[src/rtl/seq_det_pkg.sv]
// Shared types and default parameters for the programmable serial-pattern
// detector (seq_detector_prog and its seq_det_window sub-module).
//   state_e      : detector FSM state encoding
//   DEF_MAX_LEN  : default maximum pattern length in bits
//   DEF_CNT_W    : default match-counter width
package seq_det_pkg;

    typedef enum logic [1:0] {
        UNCONFIG = 2'b00,
        HUNT     = 2'b01,
        MATCH    = 2'b10
    } state_e;

    localparam int unsigned DEF_MAX_LEN = 8;
    localparam int unsigned DEF_CNT_W   = 8;

endpackage

[src/rtl/seq_det_window.sv]
// History window for the serial-pattern detector: shift register of the most
// recent bits, saturating fill counter and masked pattern compare.
//   clk_i      : clock (rising edge)
//   rst_i      : synchronous active-high reset
//   clr_i      : clear history and fill (configuration load)
//   shift_i    : accept bit_i this edge
//   bit_i      : incoming serial bit
//   overlap_i  : 1 = keep fill after a hit, 0 = restart fill after a hit
//   pattern_i  : latched pattern, pattern_i[0] compares against the newest bit
//   len_i      : latched pattern length
//   hit_o      : combinational; bit_i would complete a match if accepted
module seq_det_window
    import seq_det_pkg::*;
#(
    parameter  int unsigned MAX_LEN = DEF_MAX_LEN,
    localparam int unsigned LEN_W   = $clog2(MAX_LEN + 1)
) (
    input  logic               clk_i,
    input  logic               rst_i,
    input  logic               clr_i,
    input  logic               shift_i,
    input  logic               bit_i,
    input  logic               overlap_i,
    input  logic [MAX_LEN-1:0] pattern_i,
    input  logic [LEN_W-1:0]   len_i,
    output logic               hit_o
);

    logic [MAX_LEN-1:0] hist_q, hist_d, hist_next, mask;
    logic [LEN_W-1:0]   fill_q, fill_d;
    logic [LEN_W:0]     fill_inc;

    always_comb begin
        hist_next = {hist_q[MAX_LEN-2:0], bit_i};
        fill_inc  = {1'b0, fill_q} + {{LEN_W{1'b0}}, 1'b1};

        // Only the lowest len_i history bits take part in the compare.
        mask = '0;
        for (int unsigned i = 0; i < MAX_LEN; i++) begin
            mask[i] = (LEN_W'(i) < len_i);
        end

        hit_o = (fill_inc >= {1'b0, len_i}) &&
                (((hist_next ^ pattern_i) & mask) == '0);

        hist_d = hist_q;
        fill_d = fill_q;
        if (clr_i) begin
            hist_d = '0;
            fill_d = '0;
        end else if (shift_i) begin
            hist_d = hist_next;
            // Non-overlapping mode: the next match must be built from fresh bits.
            if (hit_o && !overlap_i) begin
                fill_d = '0;
            end else if (fill_q != LEN_W'(MAX_LEN)) begin
                fill_d = fill_inc[LEN_W-1:0];
            end
        end
    end

    always_ff @(posedge clk_i) begin
        if (rst_i) begin
            hist_q <= '0;
            fill_q <= '0;
        end else begin
            hist_q <= hist_d;
            fill_q <= fill_d;
        end
    end

endmodule

[src/rtl/seq_detector_prog.sv]
// Programmable serial-pattern detector with runtime-loaded pattern, selectable
// overlapping detection, registered Moore match output and saturating counter.
//   clock        : clock (rising edge)
//   reset        : synchronous active-high reset
//   sequence_in  : serial data bit
//   in_valid     : sequence_in is sampled when high
//   cfg_load     : latch pattern / pat_len / overlap (wins over in_valid)
//   pattern      : pattern[pat_len-1] is the first bit, pattern[0] the last
//   pat_len      : pattern length, legal 1..MAX_LEN
//   overlap      : 1 = overlapping detection
//   detector_out : high for one cycle per match (registered)
//   match_count  : matches since last load/reset, saturating
//   cfg_error    : sticky, set by a load with illegal pat_len
module seq_detector_prog
    import seq_det_pkg::*;
#(
    parameter  int unsigned MAX_LEN = DEF_MAX_LEN,
    parameter  int unsigned CNT_W   = DEF_CNT_W,
    localparam int unsigned LEN_W   = $clog2(MAX_LEN + 1)
) (
    input  logic               clock,
    input  logic               reset,
    input  logic               sequence_in,
    input  logic               in_valid,
    input  logic               cfg_load,
    input  logic [MAX_LEN-1:0] pattern,
    input  logic [LEN_W-1:0]   pat_len,
    input  logic               overlap,
    output logic               detector_out,
    output logic [CNT_W-1:0]   match_count,
    output logic               cfg_error
);

    state_e             state_q, state_d;
    logic [MAX_LEN-1:0] pat_q, pat_d;
    logic [LEN_W-1:0]   len_q, len_d;
    logic               ovl_q, ovl_d;
    logic [CNT_W-1:0]   cnt_q, cnt_d;
    logic               err_q, err_d;
    logic               win_clr, win_shift, hit;
    logic               len_legal;

    seq_det_window #(
        .MAX_LEN (MAX_LEN)
    ) u_window (
        .clk_i     (clock),
        .rst_i     (reset),
        .clr_i     (win_clr),
        .shift_i   (win_shift),
        .bit_i     (sequence_in),
        .overlap_i (ovl_q),
        .pattern_i (pat_q),
        .len_i     (len_q),
        .hit_o     (hit)
    );

    assign len_legal = (pat_len != '0) && (pat_len <= LEN_W'(MAX_LEN));

    always_comb begin
        state_d   = state_q;
        pat_d     = pat_q;
        len_d     = len_q;
        ovl_d     = ovl_q;
        cnt_d     = cnt_q;
        err_d     = err_q;
        win_clr   = 1'b0;
        win_shift = 1'b0;

        if (cfg_load) begin
            win_clr = 1'b1;
            cnt_d   = '0;
            if (len_legal) begin
                pat_d   = pattern;
                len_d   = pat_len;
                ovl_d   = overlap;
                err_d   = 1'b0;
                state_d = HUNT;
            end else begin
                err_d   = 1'b1;
                state_d = UNCONFIG;
            end
        end else begin
            unique case (state_q)
                HUNT, MATCH: begin
                    state_d = HUNT;
                    if (in_valid) begin
                        win_shift = 1'b1;
                        if (hit) begin
                            state_d = MATCH;
                            if (cnt_q != '1) begin
                                cnt_d = cnt_q + CNT_W'(1);
                            end
                        end
                    end
                end
                default: state_d = UNCONFIG;
            endcase
        end
    end

    always_ff @(posedge clock) begin
        if (reset) begin
            state_q <= UNCONFIG;
            pat_q   <= '0;
            len_q   <= '0;
            ovl_q   <= 1'b0;
            cnt_q   <= '0;
            err_q   <= 1'b0;
        end else begin
            state_q <= state_d;
            pat_q   <= pat_d;
            len_q   <= len_d;
            ovl_q   <= ovl_d;
            cnt_q   <= cnt_d;
            err_q   <= err_d;
        end
    end

    // Moore output: high exactly in the cycle after a matching bit.
    assign detector_out = (state_q == MATCH);
    assign match_count  = cnt_q;
    assign cfg_error    = err_q;

endmodule
[config.mk]
export PLATFORM = sky130hd
export DESIGN_NAME = seq_detector_prog
export DESIGN_NICKNAME = d
export VERILOG_FILES = /design/src/rtl/seq_det_pkg.sv /design/src/rtl/seq_det_window.sv /design/src/rtl/seq_detector_prog.sv
export SDC_FILE = /design/constraint.sdc
export NUM_CORES = 1
export LEC_CHECK = 0
export CORE_UTILIZATION = 43
export CTS_CLUSTER_SIZE = 12
export DETAILED_ROUTE_END_ITERATION = 7
export HOLD_SLACK_MARGIN = 0.1
export PLACE_DENSITY_LB_ADDON = 0.12
export SETUP_SLACK_MARGIN = 0.4
export SLEW_MARGIN = 20
export SYNTH_ARGS = -nofsm -noshare
export SYNTH_HDL_FRONTEND = slang
export SYNTH_SLANG_ARGS = --single-unit
[constraint.sdc]
create_clock -name clock -period 5.5 [get_ports clock]
set_input_delay 0.55 -clock clock [delete_from_list [all_inputs] [get_ports clock]]
set_output_delay 0.55 -clock clock [all_outputs]
set_load 0.03 [all_outputs]
==> results.toml <==
[outcome]
outcome = "finished clean"

[detailed_routing]
drtIter0Drc = 72
vias_per_cell = 5.535
drc = 0
num_vias = 1522
wl_um = 3737
drtAntennaViolNets = 0
wl_per_cell_um = 13.59
firstDrtPassIters = 4

[synth]
post_synth_fa_ha_maj_area_fraction_pct = 5.793
syn_area_mm2 = 0.001728
syn-num-nets = 227
synth-simple-area-share_pct = 20.78
postSynthCellCount = 201
muxShareOfSynthArea_pct = 8.110
synth_seq_cells = 35
synth_compound_area_share_pct = 13.98
yosysWarningCount = 0
synth_xor_area_share_pct = 6.589
ys_seq_area_share_pct = 40.55
synth_cell_types = 36
synth_top_family_by_area = "simple AND/OR/NAND/NOR gates"
avgSynthCellArea_um2 = 8.597

[placement]
io_buffers = 27
place_congestion = 0.8384
dp_hpwl_um = 2789
placed_cell_area_mm2 = 0.002019

[setup_path]
crit_required_ns = 5.72
path_class = "reg2reg"
crit_path_end_kind = "flop"
rrSetupSlack_ns = 3.00
rr_startpoint = "u_window.fill_q[0]$_SDFFE_PP0P_"
cp_data_arrival_time_ns = 2.71
crit_fanout = 12
crit_path_start_kind = "flop"
cp-startpoint = "u_window.fill_q[0]$_SDFFE_PP0P_"

[layout]
drive_gt1_share_pct = 5.727
fin_nets = 253
area.growth.synth_to_final_pct = 21.94
antennaDiodeCount = 0
fillers = 345
finish.instance_area_mm2 = 0.002107
final_cell_mix = "35 x dfxtp_1, 27 x clkdlybuf4s50_1, 23 x nand2_1"
mostFrequentLayoutCell = "dfxtp_1"

[global_route]
grt_max_degree = 20
grt_pass1_vias = 1418
antenna_found_initial = 0
grt_pass1_wl_um = 6099
grt_usage_pct = 18.99
gr-total-overflow = 0

[sta]
setup_viol = 0
min_period_over_period_pct = 45.37
fin_tns_setup_ns = 0
period_needed_ns = 2.495
skew_ns = 0.003801
slew-limit-headroom_pct = 51.18
hold_violations = 0
rsz0062_at_grt = "false"
fmaxAchievable_mhz = 400.7
worstMarginPinSlew_ns = 0.7305
finalMaxSlewViolations = 0

[clocking]
clock_latency_ns = 0.29
cts_tree = "built"
cts_resized = 0
cts_setup_buffers = 0
cts.clk_slew.worst_paths_ns = 0.07
holdBufCountCts = 0
htree_levels = 2
numClockSinks = 35
clockBufferDepth = 2
cts_root_buf = "clkbuf_8"
numCtsBuffers = 5

[die]
core_area_mm2 = 0.003744
dieArea_mm2 = 0.004276
start_util_pct = 46.16
ios = 28
row_count = 22
die_w_um = 65.39
die_y_um = 65.39

[power]
fin_total_pwr_uw = 512.6
p_per_area_mw_per_mm2 = 243.3
ir_worst_vdd_mv = 0.1652
p_leak_uw = 0.0007902

[worst_hold_path]
hold_path.startpoint = "u_window.hist_q[5]$_SDFFE_PP0P_"
hold_path.class = "reg2reg"

[job]
drv_cap = 0
-- path summary, 6_finish.rpt --
check,cells after the start,to
setup / recovery,8,match_count[5]$_SDFFE_PP0P_
hold / removal,2,u_window.hist_q[6]$_SDFFE_PP0P_
setup reg to reg,8,match_count[5]$_SDFFE_PP0P_
hold reg to reg,2,u_window.hist_q[6]$_SDFFE_PP0P_
-- flip-flops by register name, summed over array words and instances (netlist names) --
signal and cells:
u_window.fill_q 4, u_window.hist_q 7, pat_q 8, match_count 8, cfg_error 1, ovl_q 1, state_q 2, len_q 4
-- Yosys cell counts --
cell type,instances,share of area (%)
a211oi_1,3,1.3
a211oi_2,1,0.72
a21oi_1,17,4.9
a31oi_1,1,0.36
and3_1,1,0.36
buf_1,1,0.22
buf_2,1,0.29
buf_6,1,0.65
clkbuf_1,5,1.1
dfxtp_1,35,41
ha_1,8,5.8
inv_1,9,2.0
mux2i_1,14,8.1
nand2_1,23,5.0
nand2b_1,1,0.36
nand3_1,10,2.9
nand3_2,1,0.58
nand4_1,2,0.72
nor2_1,22,4.8
nor3_1,5,1.4
nor3_2,1,0.58
nor4_1,1,0.36
nor4b_4,1,1.4
o211ai_1,1,0.43
o21ai_0,8,2.3
o21ai_1,1,0.29
o221ai_1,1,0.51
o22a_2,1,0.58
o22ai_1,2,0.72
o31ai_1,3,1.3
o32ai_1,1,0.51
or2_2,1,0.36
or3_1,3,1.1
or4_1,2,0.87
xnor2_1,10,5.1
xor2_1,3,1.5
-- cells by family after synthesis --
family | Yosys count
buffers and inverters | 17
AND/OR/NAND/NOR | 74
AO/OA/AOI/OAI | 40
XOR/XNOR | 13
flip-flops | 35
adder cells (fa/ha/maj) | 8
multiplexers | 14
-- routing by layer --
metal / global-route usage [%] / wire, um / vias up
met3: 5.035 / 160 / 8
li1: - / - / 760
met2: 32.22 / 1843 / 30
met1: 21.79 / 1670 / 724
met4: 9.511 / 63 / 0
met5: 0 / 0 / -
-- worst max-delay path, cell delays in order (launching register included) --
cell      delay (ns)
dfxtp_1         0.45
inv_1           0.07
ha_1            0.33
ha_1            0.29
a211oi_1        0.06
o21ai_1         0.26
nand3_2         0.27
or4_1           0.52
a21oi_1         0.16
-- metrics by stage --
stage / hold slack, ns / worst slack, ns / utilization [%] / std cells
6_report: 0.4809 / 3.005 / 56.28 / 275
5_1_grt: 0.5024 / 2.823 / 56.28 / 275
4_1_cts: 0.4817 / 3.026 / 56.28 / 275
3_5_place_dp: 0.4701 / 2.953 / 53.94 / 268
3_3_place_gp: 0.4633 / 2.984 / 53.94 / 268
2_1_floorplan: 0.4496 / 3.428 / - / 201
-- layout make-up --
cell class / count / area (um2) / area share, %
inverter: 9 / 33.78 / 1.603
clock buffer: 6 / 82.58 / 3.919
clock inverter: 1 / 5.005 / 0.2375
multi-input combinational: 149 / 954.7 / 45.31
tap: 48 / 60.06 / 2.850
sequential: 35 / 700.7 / 33.25
timing repair buffer: 27 / 270.3 / 12.83
-- power breakdown --
part	switching [uW]	internal, uW
logic	32.3	29.8
registers	5.77	260
clock network	86.6	98.1
Power figures use the tool's default switching activity.
